## config.mk

```make
export PLATFORM = sky130hd
export DESIGN_NAME = vector_mem_unit
export DESIGN_NICKNAME = d
export VERILOG_FILES = /design/src/rtl/cvp14_pkg.sv /design/src/rtl/vector_mem_unit.sv
export SDC_FILE = /design/constraint.sdc
export NUM_CORES = 1
export LEC_CHECK = 0
export ABC_AREA = 1
export BUFFER_PORTS_ARGS = -buffer_cell sky130_fd_sc_hd__buf_2
export CAP_MARGIN = 40
export CORE_MARGIN = 2
export CORE_UTILIZATION = 25
export CTS_CLUSTER_SIZE = 16
export DETAILED_ROUTE_END_ITERATION = 6
export MAX_ROUTING_LAYER = met4
export PLACE_DENSITY = 0.48
export SYNTH_ARGS = -nofsm -noshare
export SYNTH_HDL_FRONTEND = slang
export SYNTH_SLANG_ARGS = --single-unit
export TNS_END_PERCENT = 20
```

## constraint.sdc

```tcl
create_clock -name clk -period 3.1 [get_ports clk]
set_input_delay 0.465 -clock clk [delete_from_list [all_inputs] [get_ports clk]]
set_output_delay 0.465 -clock clk [all_outputs]
set_load 0.02 [all_outputs]
```

## src/rtl/cvp14_pkg.sv

```systemverilog
// rtl/cvp14_pkg.sv - shared opcodes, vector geometry and vector-memory FSM state
package cvp14_pkg;

   localparam int LANES  = 16;
   localparam int LANE_W = 16;
   localparam int VEC_W  = LANES * LANE_W;

   localparam logic [3:0] NOP  = 4'b0000;
   localparam logic [3:0] VADD = 4'b0001;
   localparam logic [3:0] VSUB = 4'b0010;
   localparam logic [3:0] VMUL = 4'b0011;
   localparam logic [3:0] VLD  = 4'b0100;
   localparam logic [3:0] VST  = 4'b0101;

   // Highest base address whose 16-lane burst stays inside the 64K word space.
   localparam logic [15:0] WRAP_LIMIT = 16'hFFF0;

   typedef enum logic [1:0] {
      S_IDLE,
      S_XFER,
      S_DRAIN,
      S_DONE
   } vmem_state_t;

   function automatic logic is_mem_op(input logic [3:0] op);
      return (op == VLD) || (op == VST);
   endfunction

endpackage

```

## src/rtl/vector_mem_unit.sv

```systemverilog
// rtl/vector_mem_unit.sv - 16-lane vector load/store sequencer over a 16-bit word memory
// Optional macro VMEM_WRAP_FAULT_EN: reject bursts that would wrap past 16'hFFFF.
module vector_mem_unit
   import cvp14_pkg::*;
(
   input  logic             clk,
   input  logic             rst,
   input  logic             start,
   input  logic [3:0]       opcode,
   input  logic [15:0]      addr,
   input  logic [VEC_W-1:0] wdata,
   output logic [15:0]      mem_addr,
   output logic             mem_rd,
   output logic             mem_wr,
   output logic [15:0]      mem_wdata,
   input  logic [15:0]      mem_rdata,
   output logic [VEC_W-1:0] rdata,
   output logic             busy,
   output logic             done,
   output logic             fault
);

   vmem_state_t      state;
   logic [3:0]       cnt;
   logic [3:0]       cnt_nxt;
   logic [3:0]       lane_prev;
   logic             is_load;
   logic [15:0]      base;
   logic [VEC_W-1:0] wvec;
   logic             accept;
   logic             overflow;

   assign cnt_nxt   = cnt + 4'd1;
   assign lane_prev = cnt - 4'd1;
   assign accept    = start && is_mem_op(opcode);

`ifdef VMEM_WRAP_FAULT_EN
   logic fault_q;

   assign overflow = (addr > WRAP_LIMIT);
   assign fault    = fault_q;

   always_ff @(posedge clk) begin
      if (rst)
         fault_q <= 1'b0;
      else if (state == S_IDLE && accept)
         fault_q <= overflow;
   end
`else
   assign overflow = 1'b0;
   assign fault    = 1'b0;
`endif

   always_ff @(posedge clk) begin
      if (rst) begin
         state     <= S_IDLE;
         cnt       <= 4'd0;
         is_load   <= 1'b0;
         base      <= 16'd0;
         wvec      <= '0;
         rdata     <= '0;
         mem_addr  <= 16'd0;
         mem_rd    <= 1'b0;
         mem_wr    <= 1'b0;
         mem_wdata <= 16'd0;
         busy      <= 1'b0;
         done      <= 1'b0;
      end else begin
         case (state)
            S_IDLE: begin
               done <= 1'b0;
               if (accept) begin
                  is_load <= (opcode == VLD);
                  base    <= addr;
                  wvec    <= wdata;
                  cnt     <= 4'd0;
                  busy    <= 1'b1;
                  // A rejected burst still passes through DRAIN so done lands one cycle later.
                  if (overflow) begin
                     state <= S_DRAIN;
                  end else begin
                     state     <= S_XFER;
                     mem_addr  <= addr;
                     mem_rd    <= (opcode == VLD);
                     mem_wr    <= (opcode == VST);
                     mem_wdata <= (opcode == VST) ? wdata[LANE_W-1:0] : 16'd0;
                  end
               end
            end

            S_XFER: begin
               // Read data for the lane issued last cycle arrives now.
               if (is_load && cnt != 4'd0)
                  rdata[{lane_prev, 4'b0000} +: LANE_W] <= mem_rdata;
               cnt <= cnt_nxt;
               if (cnt == 4'd15) begin
                  mem_addr  <= 16'd0;
                  mem_rd    <= 1'b0;
                  mem_wr    <= 1'b0;
                  mem_wdata <= 16'd0;
                  if (is_load) begin
                     state <= S_DRAIN;
                  end else begin
                     state <= S_DONE;
                     busy  <= 1'b0;
                     done  <= 1'b1;
                  end
               end else begin
                  mem_addr  <= base + {12'd0, cnt_nxt};
                  mem_wdata <= is_load ? 16'd0 : wvec[{cnt_nxt, 4'b0000} +: LANE_W];
               end
            end

            S_DRAIN: begin
               if (is_load && !fault)
                  rdata[{4'd15, 4'b0000} +: LANE_W] <= mem_rdata;
               state <= S_DONE;
               busy  <= 1'b0;
               done  <= 1'b1;
            end

            S_DONE: begin
               done  <= 1'b0;
               cnt   <= 4'd0;
               state <= S_IDLE;
            end

            default: state <= S_IDLE;
         endcase
      end
   end

endmodule

```

Yosys cells after proc, flatten, opt, wreduce, memory -nomap -nowiden
Cells that the tools add are included.
{"block": "op_classes", "n_addsub": 4, "eq_ne": 11, "n_shift": 3, "muxes": 30, "reduce_logical": 19}
{"op": "$bwmux 256", "n": 1}
{"op": "$mux 256", "n": 1}
{"op": "$shift 16x10->256 const A", "n": 1}
{"op": "$shiftx 16x10->256", "n": 1}
{"op": "$shiftx 256x9->16", "n": 1}
{"op": "$mux 16", "n": 7}
{"op": "$pmux 16 s2", "n": 3}
{"op": "$add 16x4->16", "n": 1}
{"op": "$pmux 4 s3", "n": 1}
{"op": "$reduce_and 2->1", "n": 6}
{"op": "$ne 2x2->1 const B", "n": 5}
{"op": "$neg 8->10", "n": 1}
{"op": "$mux 1", "n": 9}
{"op": "$eq 4x3->1 const B", "n": 2}
{"op": "$pmux 2 s4", "n": 1}
{"op": "$pmux 1 s3", "n": 2}
{"op": "$reduce_and 3->1", "n": 2}
{"op": "$reduce_bool 3->1", "n": 2}
{"op": "$add 4x1->4 const B", "n": 1}
{"op": "$eq 2x2->1 const B", "n": 2}
{"op": "$eq 4x4->1 const B", "n": 1}
{"op": "$mux 2", "n": 2}
{"op": "$mux 4", "n": 1}
{"op": "$pmux 1 s2", "n": 2}
{"op": "other kinds (9)", "n": 11}
{"block": "totals", "regBits": 571, "inputBits": 295, "out_inout_bits": 293, "word_cells": 80}

Logic depth before layout (Yosys ltp)
{"block": "depth", "word_depth": 6, "ltp_mapped": 18, "mapped_depth_nobuf": 15}

Least setup slack after synthesis
OpenSTA, ideal clock, no wires.
{"block": "synth_timing", "kind": "reg-to-reg", "from": "reg cnt[0]", "to": "reg rdata[222]", "setup_time_ns": 0.113, "arrival_time_ns": 2.490, "required_time_ns": 2.987, "path_slack_ns": 0.496, "path_stages_with_launch": 16, "n_path_buf": 3, "path_cell_list": "dfxtp_1 -> inv_2 -> clkbuf_1 -> clkbuf_1 -> ha_1 -> nand2_1 -> inv_2 -> nand2_1 -> nand3_2 -> nand2_8 -> nand2_2 -> nor2_4 -> inv_2 -> buf_4 -> o21ai_1 -> nor2_1"}
{"block": "synth_via", "elab_chain_len": 4}
{"item": "start: declaration", "line_no": "vector_mem_unit.sv:24", "source": "logic [3:0] cnt;"}
{"item": "start signal: assignment", "line_no": "vector_mem_unit.sv:95", "source": "cnt <= cnt_nxt;"}
{"item": "$sub 4x1->4", "line_no": "vector_mem_unit.sv:34", "source": "assign lane_prev = cnt - 4'd1;"}
{"item": "$neg 8->10", "line_no": "vector_mem_unit.sv:94", "source": "rdata[{lane_prev, 4'b0000} +: LANE_W] <= mem_rdata;"}
{"item": "$shiftx 16x10->256 / $shift 16x10->256 (equally long branches)", "line_no": "vector_mem_unit.sv:94"}
{"item": "$bwmux 256", "line_no": "vector_mem_unit.sv:94"}
{"item": "end signal: indexed assignment", "line_no": "vector_mem_unit.sv:94"}
{"item": "end signal: indexed assignment", "line_no": "vector_mem_unit.sv:116", "source": "rdata[{4'd15, 4'b0000} +: LANE_W] <= mem_rdata;"}
{"item": "end: declaration", "line_no": "vector_mem_unit.sv:17", "source": "output logic [VEC_W-1:0] rdata,"}
Several ways; a longest one is shown, not always the timed one.
A chain may end at the register's enable or synchronous reset.

Worst setup path in the final report
{"block": "layout_timing", "from": "reg cnt[0]", "to": "reg mem_addr[8]"}
{"block": "layout_via", "elab_chain_len": 4}
{"item": "$add 4x1->4", "line_no": "vector_mem_unit.sv:33", "source": "assign cnt_nxt = cnt + 4'd1;"}
{"item": "$add 16x4->16", "line_no": "vector_mem_unit.sv:109", "source": "mem_addr <= base + {12'd0, cnt_nxt};"}
{"item": "$mux 16 *", "line_no": "vector_mem_unit.sv:96", "source": "if (cnt == 4'd15) begin"}
{"item": "$pmux 16 s2 *", "line_no": "vector_mem_unit.sv:69", "source": "case (state)"}
{"item": "end signal: assignment", "line_no": "vector_mem_unit.sv:83", "source": "mem_addr <= addr;"}
{"item": "end signal: assignment", "line_no": "vector_mem_unit.sv:109"}
{"item": "end: declaration", "line_no": "vector_mem_unit.sv:12", "source": "output logic [15:0] mem_addr,"}
Mark *: on every way between the ends. The rest lies on a longest branch, timed or not.

==> out/metrics.yaml <==
timing:
  setup_viol: 0
  rsz0062_at_grt: "false"
  finalHoldViolCount: 0
  finalSetupTns_ns: 0
  fin_worst_skew_ns: 0.0144
  worst_slack_ns: 0.484
  drv_slew: 0
  fmax_mhz: 382
  max_slew_margin: 0.488
  tightest_slew_ns: 0.767
  period_needed_ns: 2.62
  min_period_over_period: 0.844
global_route:
  grt_usage: 0.201
  grt_pass1_vias: 22400
  grt_pass1_wl_um: 147000
  globalRouteOverflowTotal: 0
  grt_max_degree: 151
  antenna_found_initial: 10
power_and_ir_drop:
  p_sw_uw: 7750
  p_leak_uw: 0.0130
  internal_power_uw: 14200
  ir_worst_vdd_mv: 0.470
  p_clk_frac: 0.385
  pwr_density_cell_nw_per_um2: 711
  seq_power_share: 0.358
  switching_share: 0.353
  p_comb_frac: 0.256
synthesis:
  synth_cell_types: 41
  synth_seq_area_share: 0.469
  synth_async_sr_flop_share: 0
  postSynthRegisterBits: 571
  synth_area_um2: 24400
  syn_area_per_cell_um2: 7.26
  synth_nets: 3671
  synth_flop_cell: "dfxtp_1"
  synth_warnings: 0
  synthCells: 3358
  synth_edf_count: 0
placed_design:
  place_congestion: 0.846
  port_buffers: 586
  dpl_cell_area_um2: 28500
  pre_cts_ws_ns: 0.419
  dp.final_hpwl_um: 74600
finish:
  drive_above_1_share: 0.209
  post-route-util: 0.319
  area_growth_pct: 26.7
  nNetsFinal: 4139
  fill_cells: 10700
  fin_area_um2: 30900
setup_path:
  worstPathMaxFanout: 130
  critPathCaptureType: "register"
  cp-start-kind: "register"
  required_ns: 3.65
  crit_type: "reg -> reg"
  cp_data_arrival_time_ns: 3.17
floorplanning:
  die_y_um: 316
  die_x_um: 316
  start_util: 0.252
  rows: 114
  core_area_um2: 96700
  ios: 588
  die_area_um2: 100000
routing:
  routed_wl_um: 102000
  vias: 23900
  drt_pass1_iterations: 5
  post-route-drc-count: 0
  drt-initial-drc-count: 1491
  viasPerCell: 4.63
  drtAntennaViolNets: 0
  wire_per_inst_um: 19.7
hold_path:
  hold_path.class: "in -> reg"
run_status:
  status: "complete, no violations"
clock_network:
  cts_setup_buffers: 0
  cts_tree: "done"
  cts_made_buffers: 70
  cts_resized: 0
  cts_sinks: 571
  hold_buffers: 0
  cts.clk_slew.worst_paths_ns: 0.07
  cts-root-buf: "clkbuf_16"
  cts.htree.levels: 3
  clk_path_buf_depth: 3
  insertion_delay_ns: 0.63
job:
  cap_violations: 0
## layer usage
| layer | share of wire | vias to the layer above | track usage |
|---|---|---|---|
| li1 | - | 12000 | - |
| met1 | 0.43 | 11100 | 0.250 |
| met2 | 0.48 | 705 | 0.339 |
| met3 | 0.062 | 119 | 0.0345 |
| met4 | 0.022 | 0 | 0.0496 |
| met5 | 0 | - | - |
## cell families after synthesis
logic type      Yosys count  synth area share
simple gates            860             0.157
xor+xnor                  4           0.00175
other cells               1          0.000154
fa+ha+maj                18           0.00955
compound gates         1224             0.252
flops                   571             0.469
buf+inv                 680             0.110
## layout by cell type (no fill, tap or decap), types with 3 or more instances in the layout
master	synthesis	routed
o21ai_0	617	617
a21oi_1	590	590
buf_2	38	586
dfxtp_1	571	570
inv_1	418	418
nor2_1	382	382
nand2_1	219	219
nand3_1	157	157
clkbuf_16	0	73
buf_4	7	43
nand4_1	39	39
clkbuf_1	187	17
ha_1	17	16
nand2_2	15	15
clkinv_2	1	14
nor3_1	13	13
clkbuf_8	0	13
buf_12	0	13
o21ai_1	12	11
nand3b_1	11	11
inv_2	13	10
diode_2	0	6
nor2_4	5	5
bufinv_16	0	5
nand2_4	3	3
nand3_2	3	3
nand3_4	3	3
a22oi_1	3	3
inv_6	0	3
## final cells by class
cell class              instances  area [um2]  share of cell area
well taps                    1276        1600              0.0517
inverters                     433        1640              0.0531
clock inverters                24         278             0.00899
multi-input cells            2107       10300               0.334
repair buffers                643        3540               0.115
clock buffers                 103        2070              0.0670
diodes                          6        15.0            0.000486
flip-flops and latches        571       11400               0.370
## final timing paths
check | slack [ns] | to | startpoint | cells past startpoint
worst max register to register | 0.48 | mem_addr[8]$_SDFFE_PP0P_ | cnt[0]$_SDFFE_PP0P_ | 13
worst min register to register | 0.44 | wvec[110]$_SDFFE_PP0P_ | wvec[110]$_SDFFE_PP0P_ | 2
worst min-delay path | 0.12 | wvec[88]$_SDFFE_PP0P_ | wdata[88] | 3
worst max-delay path | 0.48 | mem_addr[8]$_SDFFE_PP0P_ | cnt[0]$_SDFFE_PP0P_ | 13
## power by group through the flow
stage / Sequential [uW] / Clock (uW) / Combinational (uW)
2_1_floorplan: 8100 / 0 / 3340
3_3_place_gp: 8020 / 0 / 5740
3_5_place_dp: 8030 / 0 / 5730
4_1_cts: 7870 / 8700 / 5760
5_1_grt: 7900 / 8990 / 6220
6_report: 7870 / 8470 / 5630
## metrics by stage
| stage | std cells | hold WS [ns] | power (uW) |
|---|---|---|---|
| floorplan | 3358 | 0.420 | 11400 |
| global placement | 5029 | 0.428 | 13800 |
| detailed placement | 5030 | 0.431 | 13800 |
| CTS | 5157 | 0.0713 | 22300 |
| global route | 5162 | 0.117 | 23100 |
| finish | 5163 | 0.118 | 22000 |
## state kept, by name, indices dropped and copies added (netlist names)
signal	count
mem_rd	1
cnt	4
busy	1
rdata	256
is_load	1
state	2
mem_wdata	16
mem_addr	16
done	1
base	16
mem_wr	1
wvec	256
## critical path, cell delays in order (launching register included)
cell and delay (ns):
dfxtp_4 0.39, buf_12 0.38, nand3_1 0.22, xor2_2 0.24, inv_2 0.09, ha_1 0.31, nand3_1 0.10, nand2_1 0.12
nand2_1 0.09, nor2_1 0.16, inv_1 0.07, o21ai_0 0.15, nand3_1 0.09, a21oi_1 0.13
## synth_stat cells (12+ instances only)
library cell	n	area [um2]
o21ai_1	12	60.1
nand2_1	219	822
inv_2	13	48.8
o21ai_0	617	3090
buf_2	38	190
ha_1	17	213
inv_1	418	1570
dfxtp_1	571	11400
nor3_1	13	65.1
clkbuf_1	187	702
nand2_2	15	93.8
nand3_1	157	786
nand4_1	39	244
nor2_1	382	1430
a21oi_1	590	2950
No activity file was read; power rests on OpenSTA's default activity.
